$ cat config.mk
export PLATFORM = sky130hd
export DESIGN_NAME = z_stage_flat
export DESIGN_NICKNAME = d
export VERILOG_FILES = /design/src/rtl/z_stage_pkg.sv /design/src/rtl/z_stage_if.sv /design/src/rtl/z_fifo.sv /design/src/rtl/z_stage.sv /design/src/flat_wrapper.sv
export SDC_FILE = /design/constraint.sdc
export NUM_CORES = 1
export LEC_CHECK = 0
export ABC_AREA = 1
export CORE_ASPECT_RATIO = 0.6
export CORE_MARGIN = 4
export CORE_UTILIZATION = 30
export CTS_CLUSTER_DIAMETER = 100
export DETAILED_ROUTE_END_ITERATION = 10
export GPL_TIMING_DRIVEN = 1
export PLACE_DENSITY_LB_ADDON = 0.1
export REMOVE_ABC_BUFFERS = 1
export SLEW_MARGIN = 10
export SYNTH_ARGS = -nofsm -noshare
export SYNTH_HDL_FRONTEND = slang
export SYNTH_HIERARCHICAL = 1
export SYNTH_SLANG_ARGS = --single-unit
$ cat constraint.sdc
create_clock -name clock -period 4.8 [get_ports clock]
set_input_delay 0.72 -clock clock [delete_from_list [all_inputs] [get_ports clock]]
set_output_delay 0.72 -clock clock [all_outputs]
set_load 0.01 [all_outputs]
$ cat src/rtl/z_stage_pkg.sv
// rtl/z_stage_pkg.sv - Opcode constants, drain FSM encoding, buffer entry type and beat-count helper
package z_stage_pkg;

  localparam logic [3:0] OP_SUB  = 4'b0001;
  localparam logic [3:0] OP_MUL  = 4'b0010;
  localparam logic [3:0] OP_DIV  = 4'b0011;
  localparam logic [3:0] OP_AND  = 4'b0100;
  localparam logic [3:0] OP_OR   = 4'b0101;
  localparam logic [3:0] OP_XOR  = 4'b0110;
  localparam logic [3:0] OP_SLL  = 4'b1010;
  localparam logic [3:0] OP_SRL  = 4'b1011;
  localparam logic [3:0] OP_SHRA = 4'b1100;
  localparam logic [3:0] OP_ADD  = 4'b1101;

  typedef enum logic [1:0] {
    ST_IDLE    = 2'd0,
    ST_EMIT_LO = 2'd1,
    ST_EMIT_HI = 2'd2
  } z_state_e;

  typedef struct packed {
    logic [3:0]  op;
    logic [31:0] z_high;
    logic [31:0] z_low;
  } z_entry_t;

  // MUL and DIV carry a meaningful high word; everything else, including unknown codes, is one beat.
  function automatic logic is_two_beat(input logic [3:0] op);
    return (op == OP_MUL) || (op == OP_DIV);
  endfunction

endpackage

$ cat src/rtl/z_stage_if.sv
// rtl/z_stage_if.sv - Result-in / write-back-out handshake bundle for z_stage
interface z_stage_if;

  logic        in_valid;
  logic        in_ready;
  logic [3:0]  op_code;
  logic [31:0] z_low;
  logic [31:0] z_high;

  logic        out_valid;
  logic        out_ready;
  logic [31:0] out_data;
  logic        out_hi;
  logic        flag_zero;
  logic        flag_neg;
  logic        busy;

  modport master (
    output in_valid, op_code, z_low, z_high, out_ready,
    input  in_ready, out_valid, out_data, out_hi, flag_zero, flag_neg, busy
  );

  modport slave (
    input  in_valid, op_code, z_low, z_high, out_ready,
    output in_ready, out_valid, out_data, out_hi, flag_zero, flag_neg, busy
  );

endinterface

$ cat src/rtl/z_fifo.sv
// rtl/z_fifo.sv - DEPTH-entry result buffer with occupancy count and full/empty
module z_fifo
  import z_stage_pkg::*;
#(
  parameter int  DEPTH = 2,
  localparam int AW    = $clog2(DEPTH),
  localparam int CW    = $clog2(DEPTH) + 1
) (
  input  logic          clock,
  input  logic          clear,
  input  logic          push_i,
  input  z_entry_t      wr_data_i,
  input  logic          pop_i,
  output z_entry_t      rd_data_o,
  output logic [CW-1:0] count_o,
  output logic          full_o,
  output logic          empty_o
);

  z_entry_t      mem_q [DEPTH];
  logic [AW-1:0] wr_ptr_q, wr_ptr_d;
  logic [AW-1:0] rd_ptr_q, rd_ptr_d;
  logic [CW-1:0] count_q, count_d;
  logic          push_ok, pop_ok;

  assign full_o    = (count_q == CW'(DEPTH));
  assign empty_o   = (count_q == '0);
  assign count_o   = count_q;
  assign rd_data_o = mem_q[rd_ptr_q];
  assign push_ok   = push_i && !full_o;
  assign pop_ok    = pop_i && !empty_o;

  // Next pointers and count; DEPTH is a power of two so pointers wrap by natural overflow.
  always_comb begin
    wr_ptr_d = wr_ptr_q;
    rd_ptr_d = rd_ptr_q;
    count_d  = count_q;
    if (push_ok) wr_ptr_d = wr_ptr_q + AW'(1);
    if (pop_ok)  rd_ptr_d = rd_ptr_q + AW'(1);
    case ({push_ok, pop_ok})
      2'b10:   count_d = count_q + CW'(1);
      2'b01:   count_d = count_q - CW'(1);
      default: count_d = count_q;
    endcase
  end

  // Pointer and occupancy registers.
  always_ff @(posedge clock) begin
    if (!clear) begin
      wr_ptr_q <= '0;
      rd_ptr_q <= '0;
      count_q  <= '0;
    end else begin
      wr_ptr_q <= wr_ptr_d;
      rd_ptr_q <= rd_ptr_d;
      count_q  <= count_d;
    end
  end

  // Entry storage; contents need no reset because count gates every read.
  always_ff @(posedge clock) begin
    if (push_ok) mem_q[wr_ptr_q] <= wr_data_i;
  end

endmodule

$ cat src/rtl/z_stage.sv
// rtl/z_stage.sv - ALU result write-back stage; Z_STAGE_FLAGS_EN enables zero/negative flags
module z_stage
  import z_stage_pkg::*;
#(
  parameter int DEPTH = 2
) (
  input logic  clock,
  input logic  clear,
  z_stage_if.slave zif
);

  localparam int CW = $clog2(DEPTH) + 1;

  z_state_e      state_q, state_d;
  z_entry_t      wr_entry, head;
  logic [CW-1:0] count;
  logic          full, empty, push, pop, more;
  logic          out_valid, out_hi;
  logic [31:0]   out_data;

  assign wr_entry = {zif.op_code, zif.z_high, zif.z_low};
  assign push     = zif.in_valid && !full;
  // After popping the head, another entry is available if one was already queued or arrives now.
  assign more     = (count > CW'(1)) || push;

  z_fifo #(.DEPTH(DEPTH)) u_fifo (
    .clock     (clock),
    .clear     (clear),
    .push_i    (push),
    .wr_data_i (wr_entry),
    .pop_i     (pop),
    .rd_data_o (head),
    .count_o   (count),
    .full_o    (full),
    .empty_o   (empty)
  );

  // Drain FSM state register.
  always_ff @(posedge clock) begin
    if (!clear) state_q <= ST_IDLE;
    else        state_q <= state_d;
  end

  // Drain FSM next state, head pop and beat presentation.
  always_comb begin
    state_d   = state_q;
    pop       = 1'b0;
    out_valid = 1'b0;
    out_hi    = 1'b0;
    out_data  = '0;
    case (state_q)
      ST_IDLE: begin
        if (!empty) state_d = ST_EMIT_LO;
      end
      ST_EMIT_LO: begin
        out_valid = 1'b1;
        out_data  = head.z_low;
        if (zif.out_ready) begin
          if (is_two_beat(head.op)) begin
            state_d = ST_EMIT_HI;
          end else begin
            pop     = 1'b1;
            state_d = more ? ST_EMIT_LO : ST_IDLE;
          end
        end
      end
      ST_EMIT_HI: begin
        out_valid = 1'b1;
        out_hi    = 1'b1;
        out_data  = head.z_high;
        if (zif.out_ready) begin
          pop     = 1'b1;
          state_d = more ? ST_EMIT_LO : ST_IDLE;
        end
      end
      default: state_d = ST_IDLE;
    endcase
  end

  assign zif.in_ready  = !full;
  assign zif.out_valid = out_valid;
  assign zif.out_hi    = out_hi;
  assign zif.out_data  = out_data;
  assign zif.busy      = (count != '0) || (state_q != ST_IDLE);

`ifdef Z_STAGE_FLAGS_EN
  logic head_mul;
  assign head_mul      = (head.op == OP_MUL);
  // MUL flags describe the full 64-bit product; all other results use the low word only.
  assign zif.flag_zero = out_valid && (head_mul ? ((head.z_high == '0) && (head.z_low == '0))
                                                : (head.z_low == '0));
  assign zif.flag_neg  = out_valid && (head_mul ? head.z_high[31] : head.z_low[31]);
`else
  assign zif.flag_zero = 1'b0;
  assign zif.flag_neg  = 1'b0;
`endif

endmodule
$ cat src/flat_wrapper.sv
// flat-port wrapper written by rule: the top's interface ports become plain ports
module z_stage_flat import z_stage_pkg::*;
#(
  parameter int DEPTH = 2
)
  (clock, clear, zif_in_valid, zif_op_code, zif_z_low, zif_z_high, zif_out_ready, zif_in_ready, zif_out_valid, zif_out_data, zif_out_hi, zif_flag_zero, zif_flag_neg, zif_busy);
  z_stage_if zif_i ();
  input logic clock;
  input logic clear;
  input wire logic [$bits(zif_i.in_valid)-1:0] zif_in_valid;
  input wire logic [$bits(zif_i.op_code)-1:0] zif_op_code;
  input wire logic [$bits(zif_i.z_low)-1:0] zif_z_low;
  input wire logic [$bits(zif_i.z_high)-1:0] zif_z_high;
  input wire logic [$bits(zif_i.out_ready)-1:0] zif_out_ready;
  output wire logic [$bits(zif_i.in_ready)-1:0] zif_in_ready;
  output wire logic [$bits(zif_i.out_valid)-1:0] zif_out_valid;
  output wire logic [$bits(zif_i.out_data)-1:0] zif_out_data;
  output wire logic [$bits(zif_i.out_hi)-1:0] zif_out_hi;
  output wire logic [$bits(zif_i.flag_zero)-1:0] zif_flag_zero;
  output wire logic [$bits(zif_i.flag_neg)-1:0] zif_flag_neg;
  output wire logic [$bits(zif_i.busy)-1:0] zif_busy;
  assign zif_i.in_valid = zif_in_valid;
  assign zif_i.op_code = zif_op_code;
  assign zif_i.z_low = zif_z_low;
  assign zif_i.z_high = zif_z_high;
  assign zif_i.out_ready = zif_out_ready;
  assign zif_in_ready = zif_i.in_ready;
  assign zif_out_valid = zif_i.out_valid;
  assign zif_out_data = zif_i.out_data;
  assign zif_out_hi = zif_i.out_hi;
  assign zif_flag_zero = zif_i.flag_zero;
  assign zif_flag_neg = zif_i.flag_neg;
  assign zif_busy = zif_i.busy;
  z_stage #(.DEPTH(DEPTH)) u_core (.clock(clock), .clear(clear), .zif(zif_i));
endmodule
==> run metrics, run 1 <==
Detail Placement HPWL 7770 um; IO buf count 106; Synth Cell Area 5890 um^2; Post-CTS Hold Buffers 0; max cap viols 0; worst skew pair latency 410 ps; routability cong. 0.678; Bufs and invs on worst path 4; Syn Inst Count 396; met1 usage 15.4%; maximum fanout along the worst path 19; Max Freq 291 MHz; Power Dens Cells 417 nW/um^2; drt pass-1 iters 4; fin worst setup slack 1370 ps; status complete, no violations; Cell Rows 39; Die Wd 189 um; final-report hold violation count 0; CP Launch Type register; Antenna diodes 0; IO Count 110; Clock transition at path regs 50 ps; hold crit path type register to register; Die Ht 116 um; Arr. time, crit path 2710 ps; clock skew 8.32 ps; min Tclk post-route 3430 ps; CTS Buffer Depth 2; GRT overflow 0; post_cts resized 0; starting density of the core 30.8%; Worst slew margin 28.9%; endpoint type of the worst setup path primary output; WL final 12800 um; Lkg Pwr 0.00259 uW; core region area 19100 um^2; largest net degree at the start of global routing 66; # H-tree levels 4; period utilisation layout 71.5%; total power 3250 uW; most frequent cells in the layout 134 x edfxtp_1, 106 x clkdlybuf4s50_1, 81 x nand2_1; die area 22000 um^2; critical-path cell list inv_1 > ha_1 > inv_1 > buf_4 > a21oi_1 > clkdlybuf4s50_1; Initial DRC Count 129; initial antenna violation count 0; first-pass GRT wire length 19400 um; grt met2 use 18.8%; kind of cell adding the most delay to the critical path buffers and inverters; critical setup path kind register to primary output; DR DRC count 0; clk root buf clkbuf_16; Worst-Margin Slew 1070 ps; Top Usage Layer GRT met2; M3 GR Usage 4.99%; # setup viols final 0; Tot GR Track Use 12.0%; maximum VDD drop 0.239 mV; cts bufs inserted 17; dpl cells 753; most frequent CP cell inv_1; fin. max-slew vios 0; vias 3373; ANT nets after route 0; Crit-path slowest cell clkdlybuf4s50_1; commonest non-fill, non-tap cell in the layout edfxtp_1; share of layout cells above drive strength 1 20.3%; max incr delay on CP 550 ps; dpl ws 1700 ps; Routed wire per std cell 16.4 um; Setup Buffers After CTS 0; number of synthesis warnings 6; TritonCTS clock tree built; Vias/cell 4.31; post-route insts no fill 782; Area Growth Syn to Fin 32.1%; CTS Sinks 141; RSZ-0062 raised after global routing no; Mean Syn Cell Area 14.9 um^2; Final TNS setup 0 ps; Layout Nets 583; number of global-route vias before repair 3539; WP data required 4080 ps
==> worst register-to-register path, cell delays in order (launching register included) <==
cell and delay [ps]:
dfxtp_4 1050, mux2_2 440, nand3_1 140, a21oi_1 80, nor2_1 160, inv_1 50
nor2_1 150, ha_1 280, inv_1 90, nand2_1 60, nor2_1 80, nor2_1 40
nor2_1 100
==> flip-flops by register name, indices dropped and copies added, names as in the netlist, named ones only <==
name                    flops
u_core/u_fifo/wr_ptr_q      1
u_core/u_fifo/rd_ptr_q      1
u_core/state_q              2
u_core/u_fifo/mem_q       134
u_core/u_fifo/count_o       2
==> stage by stage <==
step / util [%] / hold slack (ps) / area [um^2]
detailed placement: 37.7 / 483 / 7220
floorplan: - / 452 / 5740
global placement: 37.7 / 470 / 7220
finish: 40.7 / 493 / 7780
CTS: 40.7 / 495 / 7780
global route: 40.7 / 527 / 7780
==> power breakdown <==
part,internal [uW],leakage (uW),switching [uW]
combinational,217,0.00101,268
clock,802,0.000268,463
sequential,1460,0.00131,32.0
==> cell type report <==
| class | instances | area, um^2 |
|---|---|---|
| fillers | 1829 | 11400 |
| flip-flops and latches | 141 | 4170 |
| multi-input cells | 216 | 1520 |
| repair buffers | 111 | 1120 |
| clock buffers | 20 | 437 |
| well taps | 266 | 333 |
| clock inverters | 9 | 123 |
| inverters | 19 | 71.3 |
==> layer usage <==
| metal | up-vias | share of wire, % | wire, um |
|---|---|---|---|
| met4 | 0 | 0.67 | 86 |
| met2 | 94 | 45 | 5710 |
| li1 | 1637 | - | - |
| met3 | 7 | 6.6 | 842 |
| met5 | - | 0 | 0 |
| met1 | 1635 | 48 | 6180 |
==> path summary, 6_finish.rpt <==
check / slack (ps) / end / from / cells past startpoint
min: 490 / u_core/u_fifo/rd_ptr_q / u_core/u_fifo/rd_ptr_q / 2
min reg2reg: 490 / u_core/u_fifo/rd_ptr_q / u_core/u_fifo/rd_ptr_q / 2
max reg2reg: 2000 / u_core/u_fifo/count_o[1] / register / 12
max: 1370 / zif_out_data[27] / u_core/state_q[0] / 6
(Power assumes the default switching activity.)
==> run 2: changes to the inputs <==
- clock period: 4.8 -> 3 ns (I/O delays scaled with it)
==> run 2 against run 1 <==
  * First-iteration DRC count rose by 7.0%
  * Via count fell by 0.15%
  * Worst setup slack got worse by 1200 ps
  * Cell count rose by 1.2%
  * Clock skew rose by 1.9 ps
  * Wire length fell by 0.38%
  * Clock power rose by 79%
  * Register-to-register slack got worse by 1300 ps
  * Worst hold slack improved by 13 ps
  * Global-route usage rose by 0.19 points
  * Die area did not move
  * Largest cell class unchanged
==> run metrics, run 2 (synthesis results as in run 1) <==
clk root buf clkbuf_16; maximum VDD drop 0.374 mV; status complete, no violations; worst skew pair latency 410 ps; r2r worst-path depth 12; IO buf count 106; min Tclk post-route 2820 ps; most frequent cells in the layout 134 x edfxtp_1, 106 x clkdlybuf4s50_1, 81 x nand2_1; Routed wire per std cell 16.1 um; clock skew 10.2 ps; max cap viols 0; commonest non-fill, non-tap cell in the layout edfxtp_1; CTS Sinks 141; die area 22000 um^2; Largest register FFs 134; Area Growth Syn to Fin 35.3%; Die Ht 116 um; initial antenna violation count 1; DR DRC count 0; drt pass-1 iters 4; Worst slew margin 63.7%; fin. max-slew vios 0; first-pass GRT wire length 20000 um; hold crit path type register to register; Lkg Pwr 0.00268 uW; Initial DRC Count 138; origin of the worst setup path u_core/state_q[0]; period utilisation layout 93.9%; Largest Register u_core/u_fifo/mem_q; largest net degree at the start of global routing 37; endpoint type of the worst setup path primary output; GRT overflow 0; Cell Rows 39; top routing layer in use met5; routability cong. 0.725; Final Util 41.6%; Reg area 4170 um^2; IO Count 110; number of global-route vias before repair 3593; vias 3368; CP Launch Type register; Final TNS setup 0 ps; # setup viols final 0; footprint of the multi-input gates 1520 um^2; met1 WL 5930 um; Power Dens Cells 687 nW/um^2; HP Start u_core/u_fifo/rd_ptr_q; share of layout cells above drive strength 1 22.9%; WHS Path Cells 2; cts bufs inserted 17; TritonCTS clock tree built; Max Freq 355 MHz; maximum fanout along the worst path 13; starting density of the core 30.8%; dpl cells 758; Antenna diodes 0; Fill cells 1804; post-route insts no fill 791; Worst-Margin Slew 544 ps; ANT nets after route 0; Arr. time, crit path 2370 ps; Die Wd 189 um; WL final 12800 um; critical setup path kind register to primary output; Tot GR Track Use 12.2%; WP data required 2550 ps; met2 WL 5910 um; RSZ-0062 raised after global routing no; fin worst setup slack 184 ps; Vias/cell 4.26; Layout Nets 589; Detail Placement HPWL 8060 um; final-report hold violation count 0; WL met3 791 um; dpl ws 410 ps; core region area 19100 um^2; # H-tree levels 4; total power 5470 uW; CTS Buffer Depth 2; Clock transition at path regs 60 ps
run 2: changes by cell type in the layout (fill, tap and decap cells not counted):
cell / change
clkinv_1: -2
inv_6: +3
clkinv_4: +2
inv_1: -1
clkbuf_1: -3
buf_12: +5
inv_8: +2
buf_4: +1
bufinv_16: +1
clkinv_2: +1
run 2: layer usage:
layer	global-route usage [%]	vias to the layer above
li1	-	1650
met1	15.4	1610
met2	19.6	94
met3	4.81	12
met4	3.93	2
met5	0	-
run 2: cell type report:
class / count / share of cell area, %
Tap cell: 266 / 4.18
Timing Repair Buffer: 117 / 15.5
Sequential cell: 141 / 52.3
Clock inverter: 15 / 2.62
Inverter: 19 / 0.943
Multi-Input combinational cell: 216 / 19.1
Clock buffer: 17 / 5.34
run 2: what timing repair did:
item,4_1_cts,5_1_grt
setup buffers,1,0
gates resized for setup,1,0
endpoints found under the hold margin,0,0
endpoints found under the setup margin,8,0
hold buffers,0,0
run 2: where the power goes:
group	total, uW	switching (uW)	internal, uW
combinational	833	440	393
sequential	2380	42.5	2340
clock	2260	846	1410
total	5470	1330	4140
run 2: worst max-delay path, stage by stage, from the launching register on:
cell,delay (ps)
dfxtp_1,370
inv_1,90
ha_1,360
clkinvlp_4,180
buf_12,180
a21oi_1,180
clkdlybuf4s50_1,590
run 2: through the flow:
step / hold WS [ps] / area [um^2]
final: 506 / 7960
after global routing: 541 / 7960
after CTS: 505 / 7960
after detailed placement: 491 / 7300
after global placement: 466 / 7300
after floorplan: 452 / 5740
run 2: final timing paths:
check,end,slack (ps)
worst max-delay path,zif_out_data[8],180
worst min-delay path,u_core/u_fifo/rd_ptr_q,510
worst max register to register,u_core/u_fifo/count_o[1],730
worst min register to register,u_core/u_fifo/rd_ptr_q,510
==> run 3: changes to the inputs <==
- GPL_TIMING_DRIVEN: 1 -> 0
==> run 3 against run 2 <==
  * Global-route usage shrank 0.067 points
  * Clock-buffer cell count increased by 1
  * Via count up 0.33%
  * Combinational power decreased by 0.6%
  * Critical path type unchanged
  * Clock power down 4%
  * Core utilization down 0.092 points
  * Worst hold slack worse by 26 ps
  * First-iteration DRC count up 5.8%
==> run metrics, run 3 (synthesis results as in run 1) <==
internal power 4050 uW; drt pass-1 iters 4; maximum fanout along the worst path 32; Largest register FFs 134; min Tclk post-route 2850 ps; placed cell areas 7310 um^2; Cell Rows 39; Fill cells 1817; sw frac 24.6%; final-report hold violation count 0; maximum VDD drop 0.380 mV; vias 3379; Final Cell Area 7950 um^2; die area 22000 um^2; Die Ht 116 um; clk root buf clkbuf_16; Arr. time, crit path 2400 ps; CTS Sinks 141; Gate power share 15.4%; worst skew pair latency 410 ps; Tot GR Track Use 12.2%; total power 5370 uW; endpoint type of the worst setup path primary output; CP Launch Type register; starting density of the core 30.8%; Hold Worst Slack 480 ps; CTS Buffer Depth 2; DR DRC count 0; # setup viols final 0; Final Util 41.5%; commonest non-fill, non-tap cell in the layout edfxtp_1; largest net degree at the start of global routing 43; Clock transition at path regs 60 ps; IO buf count 106; status complete, no violations; hold crit path type register to register; initial antenna violation count 0; clock skew 10.8 ps; Antenna diodes 0; cts bufs inserted 17; Max Freq 351 MHz; Die Wd 189 um; ANT nets after route 0; IO Count 110; most frequent cells in the layout 134 x edfxtp_1, 106 x clkdlybuf4s50_1, 81 x nand2_1; number of global-route vias before repair 3551; P_sw 1320 uW; Worst-Margin Slew 858 ps; first-pass GRT wire length 20000 um; critical setup path kind register to primary output; WL final 12900 um; RSZ-0062 raised after global routing yes; GRT overflow 0; Power Dens Cells 676 nW/um^2; clock power share 40.2%; WP data required 2550 ps; max cap viols 0; Largest Register u_core/u_fifo/mem_q; period utilisation layout 95.1%; Reg area 4170 um^2; fin. max-slew vios 0; Layout Nets 585; Post-CTS Hold Buffers 0; Initial DRC Count 146; # H-tree levels 4; Routed wire per std cell 16.3 um; part of the power in registers 44.4%; Lkg Pwr 0.00265 uW; setup slack, reg-to-reg 490 ps; Worst slew margin 42.7%; Vias/cell 4.29; core region area 19100 um^2; share of layout cells above drive strength 1 22.1%; TritonCTS clock tree built; routability cong. 0.717; footprint of the multi-input gates 1530 um^2; Detail Placement HPWL 7900 um; Area Growth Syn to Fin 35.0%
[run 3: cell types whose count changed in the layout (fill, tap and decap cells not counted), moves of 2 or more]
| cell | before | now |
|---|---|---|
| clkinv_2 | 2 | 0 |
| inv_4 | 0 | 2 |
| buf_12 | 7 | 2 |
| buf_4 | 4 | 0 |
| buf_16 | 0 | 4 |
| inv_6 | 3 | 5 |
[run 3: worst paths after layout]
check | start | endpoint | depth (start not counted)
max | u_core/state_q[0] | zif_out_data[8] | 5
min | u_core/u_fifo/rd_ptr_q | u_core/u_fifo/rd_ptr_q | 2
max reg2reg | register | u_core/u_fifo/count_o[1] | 13
min reg2reg | u_core/u_fifo/rd_ptr_q | u_core/u_fifo/rd_ptr_q | 2
[run 3: layout make-up]
| cell class | count | share of cell area, % |
|---|---|---|
| sequential | 141 | 52.5 |
| multi-input combinational | 216 | 19.3 |
| timing repair buffer | 113 | 15.4 |
| clock buffer | 18 | 5.40 |
| tap | 266 | 4.19 |
| clock inverter | 14 | 2.28 |
| inverter | 19 | 0.961 |
[run 3: timing repair]
action / 4_1_cts / 5_1_grt
setup buffers: 1 / 0
gates cloned: 0 / 0
endpoints found under the setup margin: 7 / 2
gates resized for setup: 2 / 0
[run 3: critical path: stages, from the launching register on]
cell             delay (ps)
dfxtp_1                 410
inv_1                   110
ha_1                    380
inv_4                   190
a21oi_1                 290
clkdlybuf4s50_1         600
[run 3: stage by stage]
| step | TNS [ps] | std cells | setup WS, ps |
|---|---|---|---|
| finish | 0 | 787 | 148 |
| global route | -16.9 | 787 | -13.3 |
| CTS | 0 | 787 | 112 |
| detailed placement | 0 | 754 | 347 |
| global placement | -384300 | 748 | -3660 |
| floorplan | -84420 | 376 | -1160 |
[run 3: power groups by stage]
stage          combinational [uW]  clock, uW  sequential, uW
6_report                      828       2160            2380
5_1_grt                       914       2330            2400
2_1_floorplan                 402          0            2430
4_1_cts                       852       2240            2390
3_3_place_gp                  763          0            2450
3_5_place_dp                  834          0            2430
[run 3: metal layers]
metal / GRT usage, % / up-vias / part of all wire, %
li1: - / 1650 / -
met1: 15.8 / 1623 / 47
met2: 19.4 / 101 / 45
met3: 4.42 / 5 / 7.6
met4: 3.64 / 0 / 0.64
met5: 0 / - / 0
